==> src/rtl/mips_multicycle_ctrl.sv <==
// Multi-cycle control FSM for the MIPS32 non-pipelined datapath.
// It sequences IF/ID/Exe/Mem/WB and traps on illegal opcodes or a data-memory timeout.
// Define MIPS_CTRL_PERF_CNT_EN to add the cycle_cnt/instr_cnt performance counters.
module mips_multicycle_ctrl #(
  parameter int MEM_TIMEOUT = 16,
  parameter int CNT_W       = 32
) (
  input  logic       clk,
  input  logic       rst_n,
  input  logic       start,
  input  logic [5:0] opcode_i,
  input  logic       zero,
  input  logic       mem_ready,
  output logic       PCWr,
  output logic       IRWr,
  output logic       ALUSrc,
  output logic [1:0] ALUOp,
  output logic       MemtoReg,
  output logic       MemRd,
  output logic       MemWr,
  output logic       RegWr,
  output logic       PCSrc,
  output logic [2:0] state_o,
  output logic       busy,
  output logic       retire,
  output logic       err
`ifdef MIPS_CTRL_PERF_CNT_EN
  ,
  output logic [CNT_W-1:0] cycle_cnt,
  output logic [CNT_W-1:0] instr_cnt
`endif
);

  localparam int WAIT_W = $clog2(MEM_TIMEOUT + 1);

  localparam logic [5:0] OP_R    = 6'b000000;
  localparam logic [5:0] OP_LW   = 6'b100011;
  localparam logic [5:0] OP_SW   = 6'b101011;
  localparam logic [5:0] OP_BEQ  = 6'b000100;
  localparam logic [5:0] OP_ADDI = 6'b001000;

  typedef enum logic [2:0] {
    S_IDLE   = 3'd0,
    S_FETCH  = 3'd1,
    S_DECODE = 3'd2,
    S_EXEC   = 3'd3,
    S_MEM    = 3'd4,
    S_WB     = 3'd5,
    S_ERR    = 3'd6
  } state_t;

  if (MEM_TIMEOUT < 1 || CNT_W < 1) begin : g_bad_param
    $error("mips_multicycle_ctrl: MEM_TIMEOUT and CNT_W must be >= 1");
  end

  state_t            state_q, state_d;
  logic [5:0]        op_q, op_d;
  logic [WAIT_W-1:0] wait_q, wait_d;
  logic              op_legal;

  assign op_legal = (opcode_i == OP_R)   || (opcode_i == OP_LW)  ||
                    (opcode_i == OP_SW)  || (opcode_i == OP_BEQ) ||
                    (opcode_i == OP_ADDI);

  always_ff @(posedge clk or negedge rst_n) begin
    if (!rst_n) begin
      state_q <= S_IDLE;
      op_q    <= '0;
      wait_q  <= '0;
    end else begin
      state_q <= state_d;
      op_q    <= op_d;
      wait_q  <= wait_d;
    end
  end

  always_comb begin
    state_d = state_q;
    op_d    = op_q;
    wait_d  = wait_q;
    unique case (state_q)
      S_IDLE:   if (start) state_d = S_FETCH;
      S_FETCH:  state_d = S_DECODE;
      S_DECODE: begin
        op_d    = opcode_i;
        state_d = op_legal ? S_EXEC : S_ERR;
      end
      S_EXEC: begin
        unique case (op_q)
          OP_R, OP_ADDI: state_d = S_WB;
          OP_LW, OP_SW: begin
            state_d = S_MEM;
            wait_d  = '0;
          end
          OP_BEQ:  state_d = start ? S_FETCH : S_IDLE;
          default: state_d = S_ERR;
        endcase
      end
      S_MEM: begin
        if (mem_ready) begin
          if (op_q == OP_LW) state_d = S_WB;
          else               state_d = start ? S_FETCH : S_IDLE;
        end else begin
          wait_d = wait_q + 1'b1;
          // This is the MEM_TIMEOUT-th cycle without mem_ready.
          if (wait_q == WAIT_W'(MEM_TIMEOUT - 1)) state_d = S_ERR;
        end
      end
      S_WB:    state_d = start ? S_FETCH : S_IDLE;
      S_ERR:   state_d = S_ERR;
      default: state_d = S_ERR;
    endcase
  end

  always_comb begin
    PCWr     = 1'b0;
    IRWr     = 1'b0;
    ALUSrc   = 1'b0;
    ALUOp    = 2'b00;
    MemtoReg = 1'b0;
    MemRd    = 1'b0;
    MemWr    = 1'b0;
    RegWr    = 1'b0;
    PCSrc    = 1'b0;
    retire   = 1'b0;
    state_o  = state_q;
    busy     = (state_q != S_IDLE) && (state_q != S_ERR);
    err      = (state_q == S_ERR);

    // Operation selects stay stable across EXEC, MEM and WB.
    if (state_q == S_EXEC || state_q == S_MEM || state_q == S_WB) begin
      unique case (op_q)
        OP_R: begin
          ALUSrc = 1'b0;
          ALUOp  = 2'b10;
        end
        OP_BEQ: begin
          ALUSrc = 1'b0;
          ALUOp  = 2'b01;
        end
        default: begin
          ALUSrc = 1'b1;
          ALUOp  = 2'b00;
        end
      endcase
    end

    unique case (state_q)
      S_FETCH: IRWr = 1'b1;
      S_EXEC: begin
        if (op_q == OP_BEQ) begin
          PCWr   = 1'b1;
          PCSrc  = zero;
          retire = 1'b1;
        end
      end
      S_MEM: begin
        MemRd = (op_q == OP_LW);
        MemWr = (op_q == OP_SW);
        if (op_q == OP_SW && mem_ready) begin
          PCWr   = 1'b1;
          retire = 1'b1;
        end
      end
      S_WB: begin
        RegWr    = 1'b1;
        MemtoReg = (op_q == OP_LW);
        PCWr     = 1'b1;
        retire   = 1'b1;
      end
      default: ;
    endcase
  end

`ifdef MIPS_CTRL_PERF_CNT_EN
  logic [CNT_W-1:0] cycle_cnt_q, instr_cnt_q;

  always_ff @(posedge clk or negedge rst_n) begin
    if (!rst_n) begin
      cycle_cnt_q <= '0;
      instr_cnt_q <= '0;
    end else begin
      if (busy)   cycle_cnt_q <= cycle_cnt_q + 1'b1;
      if (retire) instr_cnt_q <= instr_cnt_q + 1'b1;
    end
  end

  assign cycle_cnt = cycle_cnt_q;
  assign instr_cnt = instr_cnt_q;
`endif

endmodule
==> config.mk <==
export PLATFORM = sky130hd
export DESIGN_NAME = mips_multicycle_ctrl
export DESIGN_NICKNAME = d
export VERILOG_FILES = /design/src/rtl/mips_multicycle_ctrl.sv
export SDC_FILE = /design/constraint.sdc
export NUM_CORES = 1
export LEC_CHECK = 0
export CORE_MARGIN = 2
export CORE_UTILIZATION = 41
export DETAILED_ROUTE_END_ITERATION = 10
export PLACE_DENSITY = 0.81
export SKIP_LAST_GASP = 1
export SYNTH_ARGS = -nofsm -noshare
export SYNTH_HDL_FRONTEND = slang
export SYNTH_SLANG_ARGS = --single-unit
==> constraint.sdc <==
create_clock -name clk -period 1.7 [get_ports clk]
set_input_delay 0.255 -clock clk [delete_from_list [all_inputs] [get_ports clk]]
set_output_delay 0.255 -clock clk [all_outputs]
set_load 0.05 [all_outputs]
==> metrics.log, run 1 <==
[metrics] cell area after technology mapping: 910.9 sq um
[metrics] power share of the sequential group: a little over a quarter
[metrics] flop2flop setup slack: -0.04 ns
[metrics] total number of vias: approximately 1k
[metrics] combinational power share: between 60% and 70%
[metrics] switching power: approximately 1000 uW
[metrics] total I/O pin count: 27
[metrics] Clock H-tree levels: 1
[metrics] minimum period implied by the final worst setup slack: 2.119 ns
[metrics] # port buffers: 26
[metrics] Clock Path Buffers: 2
[metrics] Final Hold Vio Count: 0
[metrics] die height: 51.14 um
[metrics] core footprint: approximately 2100 sq um
[metrics] Crit Path Class: reg -> out
[metrics] violated checks: negative setup slack
[metrics] DRC Markers: 0
[metrics] global route overflow: 0
[metrics] number of detailed-routing iterations run before antenna repair: 4
[metrics] GRT Max-Usage Layer: met2
[metrics] total number of clock tree sinks: 14
[metrics] flops & latches, synth: 14
[metrics] mean instance size in the synthesized netlist: between 9 and 10 sq um
[metrics] proportion of total power due to net switching: between 40% and 50%
[metrics] floorplan die width: 51.14 um
[metrics] worst slack, placed: -0.1261 ns
[metrics] clock tree from TritonCTS: built
[metrics] setup clock skew after layout: 0.002246 ns
[metrics] total placed cells including tap cells: approximately 170
[metrics] Root Driver: sky130_fd_sc_hd__clkbuf_4
[metrics] setup repair after global routing missed its margin: yes
[metrics] Final Instance Count excl. Fillers: 180
[metrics] floorplan row count: 17
[metrics] Num CTS Buffers: 3
[metrics] worst slew slack as a fraction of its limit: approximately two thirds
[metrics] fin crit share: 124.6%
[metrics] worst min-delay path category: in -> async
[metrics] cell-internal power: ~1300 uW
[metrics] effective utilization at floorplan: 42.40%
[metrics] largest fanout on the critical path: 4
[metrics] unique cell type count in the Yosys netlist: 36
[metrics] Max-cap violations: 0
[metrics] number of diodes: 0
[metrics] arrival time reported for the critical path endpoint: approximately 1.9 ns
[metrics] peak ir drop on the vdd network: 0.001033 V
[metrics] detailed-route wire length: roughly 2800 um
[metrics] Synth Net Count: between 100 and 150
[metrics] sequential-to-total area share from yosys stat: a little under 40%
[metrics] antenna violations before repair: 0
[metrics] insertion delay to the later sink of the worst-skew pair: around 0.27 ns
[metrics] fraction of final layout cells sized beyond drive strength 1: 52.63%
[metrics] Area Overhead vs Synth: 82.55%
[metrics] CP required: approximately 1.4 ns
[metrics] number of instances in the synthesized netlist: 100
[metrics] Tightest Pin Transition: around 0.49 ns
[metrics] YS warnings: 0
[metrics] number of DRC markers after the initial detailed-route iteration: 29
[metrics] relative contribution of the clock network to total power: 10.4%
[metrics] met2 usage: between 40 and 50%
[metrics] weighted congestion at the end of routability-driven global placement: 0.8867
[metrics] pin count of the biggest net entering global routing: 15
[metrics] endpoint class of the critical path: primary output
[metrics] setup violators final: 10
[metrics] fin nets: between 150 and 200
[metrics] mean routed wirelength per cell: 15.71 um
[metrics] crit path launch type: flop
[metrics] highest clock frequency the design can meet: roughly 470 MHz
[metrics] met3 Resource Use GR: ~3.8%
[metrics] clock slew at the register clock pins of the worst setup and hold paths: 0.09 ns
[metrics] M1 GR Usage: 25.88%
[metrics] antenna-violating nets left: 0
[metrics] routed via count divided by cell count: ~5.7
[metrics] total global routing track utilization: a little under a quarter
[metrics] fin. max-slew vios: 0
[metrics] first-pass GRT wire length: 4519 um
[metrics] HPWL after detailed placement: between 2000 and 2500 um
[metrics] result of the run: finished, violations left
[metrics] power per standard cell area: approximately 1400 nW/um^2
[metrics] Worst Hold Slack: ~0.29 ns
[metrics] slack of the critical path: -0.4186 ns
[metrics] number of global-route vias before repair: 990
[metrics] die area: around 2600 sq um
[metrics] leakage: a little over 0.0007 uW
[metrics] Final Total Pwr: between 2000 and 2500 uW
==> flip-flops by register name, indices dropped and copies added, names as in the netlist <==
register,cells
op_q,6
wait_q,5
state_o,3
==> Yosys cell counts, drive strengths merged <==
cell	instances	share of area, %
dfrtp	14	38
nor2	9	3.7
o21ai	8	4.4
nand2	7	2.9
mux2	6	7.4
clkbuf	5	2.1
nor3	5	2.7
and3	4	2.7
a31oi	3	2.1
and2	3	2.1
nor2b	3	2.1
a21oi	2	1.1
a22o	2	1.9
ha	2	2.7
inv	2	0.82
nand2b	2	1.4
nand3	2	1.1
nand4b	2	1.9
or3	2	1.4
a2111o	1	1.2
a211oi	1	0.82
a21o	1	0.82
a221oi	1	0.96
a311oi	1	0.96
and3b	1	0.96
buf	1	0.82
nand3b	1	0.82
nor3b	1	2.1
nor4	1	0.69
nor4b	1	0.96
nor4bb	1	1.1
o21bai	1	0.82
o31ai	1	0.82
o41ai	1	0.96
or4	1	1.2
xor2	1	0.96
==> cell usage in the layout (no fill, tap or decap), types with 2 or more instances in the layout <==
master                             n
sky130_fd_sc_hd__a22o_1            2
sky130_fd_sc_hd__a31oi_1           3
sky130_fd_sc_hd__and3_1            2
sky130_fd_sc_hd__and3_2            2
sky130_fd_sc_hd__buf_12           12
sky130_fd_sc_hd__buf_4            29
sky130_fd_sc_hd__buf_6             3
sky130_fd_sc_hd__clkbuf_4          3
sky130_fd_sc_hd__clkdlybuf4s50_1  10
sky130_fd_sc_hd__dfrtp_1          11
sky130_fd_sc_hd__dfrtp_2           3
sky130_fd_sc_hd__ha_1              2
sky130_fd_sc_hd__mux2_2            6
sky130_fd_sc_hd__nand2_1           6
sky130_fd_sc_hd__nand3_1           2
sky130_fd_sc_hd__nand4b_1          2
sky130_fd_sc_hd__nor2_1            4
sky130_fd_sc_hd__nor2_2            2
sky130_fd_sc_hd__nor2_4            3
sky130_fd_sc_hd__nor2b_2           2
sky130_fd_sc_hd__nor3_1            2
sky130_fd_sc_hd__nor3_4            2
sky130_fd_sc_hd__o21ai_0           7
sky130_fd_sc_hd__or3_1             2
==> metal layers <==
metal	routed length [um]	share of wire [%]
met1	1068	38
met2	1559	55
met3	122	4.3
met4	77	2.7
met5	0	0
==> timing repair <==
| item | in CTS | in global routing |
|---|---|---|
| cloned | 0 | 0 |
| setup buffers | 5 | 1 |
| gates resized for setup | 8 | 8 |
| pin swaps | 3 | 3 |
| setup endpoints to repair | 11 | 15 |
| hold buffers | 0 | 0 |
==> worst paths after layout <==
kind	start	end	depth (start not counted)
max	op_q[0]	PCSrc	4
min	rst_n	wait_q[3]	2
max reg2reg	op_q[0]	state_o[2]	5
min reg2reg	wait_q[4]	wait_q[4]	2
max in group asynchronous	rst_n	state_o[0]	2
min in group clk	wait_q[4]	wait_q[4]	2
==> metrics by stage <==
stage	util, %	instance area [sq um]	setup TNS (ns)
3_3_place_gp	71.23	1530	-0.5588
2_1_floorplan	-	992.2	-1.057
5_1_grt	77.40	1663	-3.635
4_1_cts	75.83	1629	-2.654
3_5_place_dp	71.23	1530	-0.9024
6_report	77.40	1663	-2.789
==> power by group through the flow <==
stage,Sequential [uW],Clock [uW],Combinational [uW]
6_report,604,240,1470
5_1_grt,621,254,1560
3_5_place_dp,617,0,1280
4_1_cts,608,243,1380
2_1_floorplan,681,0,692
3_3_place_gp,602,0,1240
==> critical path: stages, from the launching register on <==
cell	delay (ns)
sky130_fd_sc_hd__dfrtp_1	0.39
sky130_fd_sc_hd__or4_4	0.57
sky130_fd_sc_hd__nor3b_4	0.25
sky130_fd_sc_hd__and3_2	0.25
sky130_fd_sc_hd__buf_12	0.14
==> cells by family (layout without fill, tap and decap cells) <==
| kind of cell | after synthesis | after routing | synth area share (%) |
|---|---|---|---|
| buffers and inverters | 8 | 60 | 3.710 |
| flip-flops | 14 | 14 | 38.46 |
| adder cells (fa/ha/maj) | 2 | 2 | 2.747 |
| AO/OA/AOI/OAI | 23 | 23 | 16.90 |
| multiplexers | 6 | 6 | 7.417 |
| AND/OR/NAND/NOR | 46 | 46 | 29.81 |
| XOR/XNOR | 1 | 1 | 0.9617 |
==> layout make-up <==
class                           count  area, sq um
Sequential cell                    14        354.1
Tap cell                           28        35.03
Multi-Input combinational cell     78        638.1
Inverter                            2        7.507
Clock buffer                        4        36.28
Fill cell                         132        485.5
Timing Repair Buffer               54        591.8
(Power assumes the default switching activity.)
==> run 2, diff against run 1 <==
- CORE_UTILIZATION: 41 -> 43
- CTS_BUF_LIST: not set -> sky130_fd_sc_hd__clkbuf_4
- PLACE_DENSITY: 0.81 -> 0.84
==> metrics.log, run 2 (same netlist as run 1, synthesis figures left out) <==
[metrics] result of the run: finished, violations left
[metrics] violated checks: negative setup slack
[metrics] fin nets: 173 (+4.2%)
[metrics] Crit Path Class: reg -> out
[metrics] proportion of total power due to net switching: 46.19% (+1.8 points)
[metrics] total global routing track utilization: 30.14% (+7.1 points)
[metrics] Final Hold Vio Count: 0 (unchanged)
[metrics] number of DRC markers after the initial detailed-route iteration: 71 (+140%)
[metrics] HPWL after detailed placement: 2040 um (-6.7%)
[metrics] slack of the critical path: -0.5404 ns (-0.1218 ns)
[metrics] final-layout fill cell count: 88 (-33%)
[metrics] power share of the sequential group: 25.4% (-0.7 points)
[metrics] largest fanout on the critical path: 4 (unchanged)
[metrics] crit path launch type: flop
[metrics] antenna-violating nets left: 0 (unchanged)
[metrics] total placed cells including tap cells: 168 (-1.8%)
[metrics] global route overflow: 0 (unchanged)
[metrics] total I/O pin count: 27 (unchanged)
[metrics] Root Driver: sky130_fd_sc_hd__clkbuf_4
[metrics] setup violators final: 14 (+4)
[metrics] share of the core filled with cells: 88.26% (+11 points)
[metrics] arrival time reported for the critical path endpoint: 1.99 ns (+0.13 ns)
[metrics] leakage: 0.0007709 uW (+7.6%)
[metrics] setup clock skew after layout: 0.01178 ns (+0.009538 ns)
[metrics] mean routed wirelength per cell: 19.68 um (+25%)
[metrics] die area: 2503 sq um (-4.3%)
[metrics] # port buffers: 26 (unchanged)
[metrics] routed via count divided by cell count: 6.113 (+8.1%)
[metrics] die height: 50.03 um (-2.2%)
[metrics] total number of clock tree sinks: 14 (unchanged)
[metrics] Area Overhead vs Synth: 92.03%
[metrics] Max stage delay cell, worst path: sky130_fd_sc_hd__or4_4
[metrics] worst slew slack as a fraction of its limit: 70.67% (+3.4 points)
[metrics] DRC Markers: 0 (unchanged)
[metrics] Num CTS Buffers: 3 (unchanged)
[metrics] Tightest Pin Transition: 0.4378 ns (-0.05089 ns)
[metrics] fin. max-slew vios: 0 (unchanged)
[metrics] switching power: 1156 uW (+12%)
[metrics] floorplan die width: 50.03 um (-2.2%)
[metrics] peak ir drop on the vdd network: 0.001126 V (+8.9%)
[metrics] CP peak stage delay: 0.58 ns (about the same)
[metrics] Max-cap violations: 0 (unchanged)
[metrics] first-pass GRT wire length: 5609 um (+24%)
[metrics] number of diodes: 0 (unchanged)
[metrics] clock tree from TritonCTS: built
[metrics] effective utilization at floorplan: 45.96% (+3.6 points)
[metrics] core footprint: 1982 sq um (-7.7%)
[metrics] minimum period implied by the final worst setup slack: 2.240 ns (+0.1218 ns)
[metrics] weighted congestion at the end of routability-driven global placement: 0.8496 (-4.2%)
[metrics] number of global-route vias before repair: 1159 (+17%)
[metrics] antenna violations before repair: 0 (unchanged)
[metrics] Final Instance Count excl. Fillers: 186 (+3.3%)
[metrics] Multi-input gate area: 663.1 sq um (+3.9%)
[metrics] fin crit share: 131.8% (+7.2 points)
[metrics] sequential standard cell area: 354.1 sq um (unchanged)
[metrics] total of hold buffers inserted after clock tree synthesis: 0 (unchanged)
[metrics] clock slew at the register clock pins of the worst setup and hold paths: 0.10 ns (about the same)
[metrics] cells along the critical path: or4_4, nor3b_4, and3_2, buf_12
[metrics] Worst setup startpoint: op_q[0]
[metrics] Clock H-tree levels: 1 (unchanged)
[metrics] cell-internal power: 1346 uW (+4.7%)
[metrics] number of flip-flops in the largest register: 6 (unchanged)
[metrics] worst min-delay path category: in -> async
[metrics] combinational power share: 66.3% (+2.8 points)
[metrics] endpoint class of the critical path: primary output
[metrics] floorplan row count: 16 (-1)
[metrics] Most flops, register: op_q
[metrics] fraction of final layout cells sized beyond drive strength 1: 54.72% (+2.1 points)
[metrics] setup TNS: -3.924 ns (-1.135 ns)
[metrics] cell class contributing the biggest share of worst-path delay: simple AND/OR/NAND/NOR gates
[metrics] highest clock frequency the design can meet: 446.4 MHz (-5.4%)
[metrics] insertion delay to the later sink of the worst-skew pair: 0.30 ns (+0.03 ns)
[metrics] commonest non-fill, non-tap cell in the layout: sky130_fd_sc_hd__buf_4
[metrics] worst slack, placed: -0.1372 ns (-0.01114 ns)
[metrics] CP required: 1.44 ns (about the same)
[metrics] detailed-route wire length: 3660 um (+29%)
[metrics] power per standard cell area: 1430 nW/um^2 (+2.8%)
[metrics] Clock Path Buffers: 2 (unchanged)
[metrics] Worst Hold Slack: 0.2655 ns (-0.01976 ns)
[metrics] relative contribution of the clock network to total power: 8.3% (-2.1 points)
[metrics] pin count of the biggest net entering global routing: 15 (unchanged)
[metrics] leading cell types in the layout, fill and taps excluded: sky130_fd_sc_hd__buf_4 (34), sky130_fd_sc_hd__buf_12 (13), sky130_fd_sc_hd__dfrtp_1 (11), sky130_fd_sc_hd__clkdlybuf4s50_1 (10), sky130_fd_sc_hd__o21ai_0 (7)
[metrics] RR Startpoint: op_q[0]
[metrics] total number of vias: 1137 (+12%)
[metrics] setup repair after global routing missed its margin: yes
[metrics] buffering stage count on the worst path with inverters included: 1 (unchanged)
[metrics] number of detailed-routing iterations run before antenna repair: 6 (+2)
-- run 2: path summary, 6_finish.rpt --
path | to | slack (ns) | cells past startpoint
max | PCSrc | -0.54 | 4
min | state_o[1] | 0.27 | 2
max reg2reg | state_o[2] | -0.13 | 5
min reg2reg | wait_q[4] | 0.55 | 2
max in group asynchronous | state_o[0] | 1.23 | 2
min in group clk | wait_q[4] | 0.55 | 2
-- run 2: metrics by stage --
step                area (sq um)  power [uW]
floorplan                  992.2        1373
global placement            1514        1846
detailed placement          1514        1894
CTS                         1680        2287
global route                1749        2597
finish                      1749        2502
-- run 2: routing by layer --
metal | part of all wire, % | track usage (%) | wire length (um)
met4 | 5.7 | 12.96 | 207
met5 | 0 | 0 | 0
met3 | 8.2 | 6.970 | 299
met2 | 50 | 52.19 | 1814
met1 | 37 | 35.06 | 1338
-- run 2: worst reg2reg max path: stages, from the launching register on --
cell and delay (ns):
sky130_fd_sc_hd__dfrtp_1 0.40, sky130_fd_sc_hd__or4_4 0.58, sky130_fd_sc_hd__nor3b_4 0.31, sky130_fd_sc_hd__buf_4 0.18
sky130_fd_sc_hd__a21oi_1 0.06, sky130_fd_sc_hd__a22o_1 0.19
-- run 2: cell type report --
cell class | instances | share of cell area, %
repair buffers | 61 | 37.98
clock inverters | 1 | 0.2146
clock buffers | 3 | 1.288
flip-flops and latches | 14 | 20.24
multi-input cells | 78 | 37.91
inverters | 2 | 0.4292
well taps | 27 | 1.931
-- run 2: power by group through the flow --
stage / sequential [uW] / combinational [uW] / clock [uW]
after CTS: 615 / 1480 / 192
after detailed placement: 615 / 1280 / 0
after global routing: 638 / 1730 / 228
after floorplan: 681 / 692 / 0
after global placement: 604 / 1240 / 0
final: 635 / 1660 / 207
-- run 2: what timing repair did --
item                                    4_1_cts  5_1_grt
buffers inserted                             10        6
endpoints found under the setup margin       11       22
gates resized for setup                      14       11
pin swaps                                     2        5
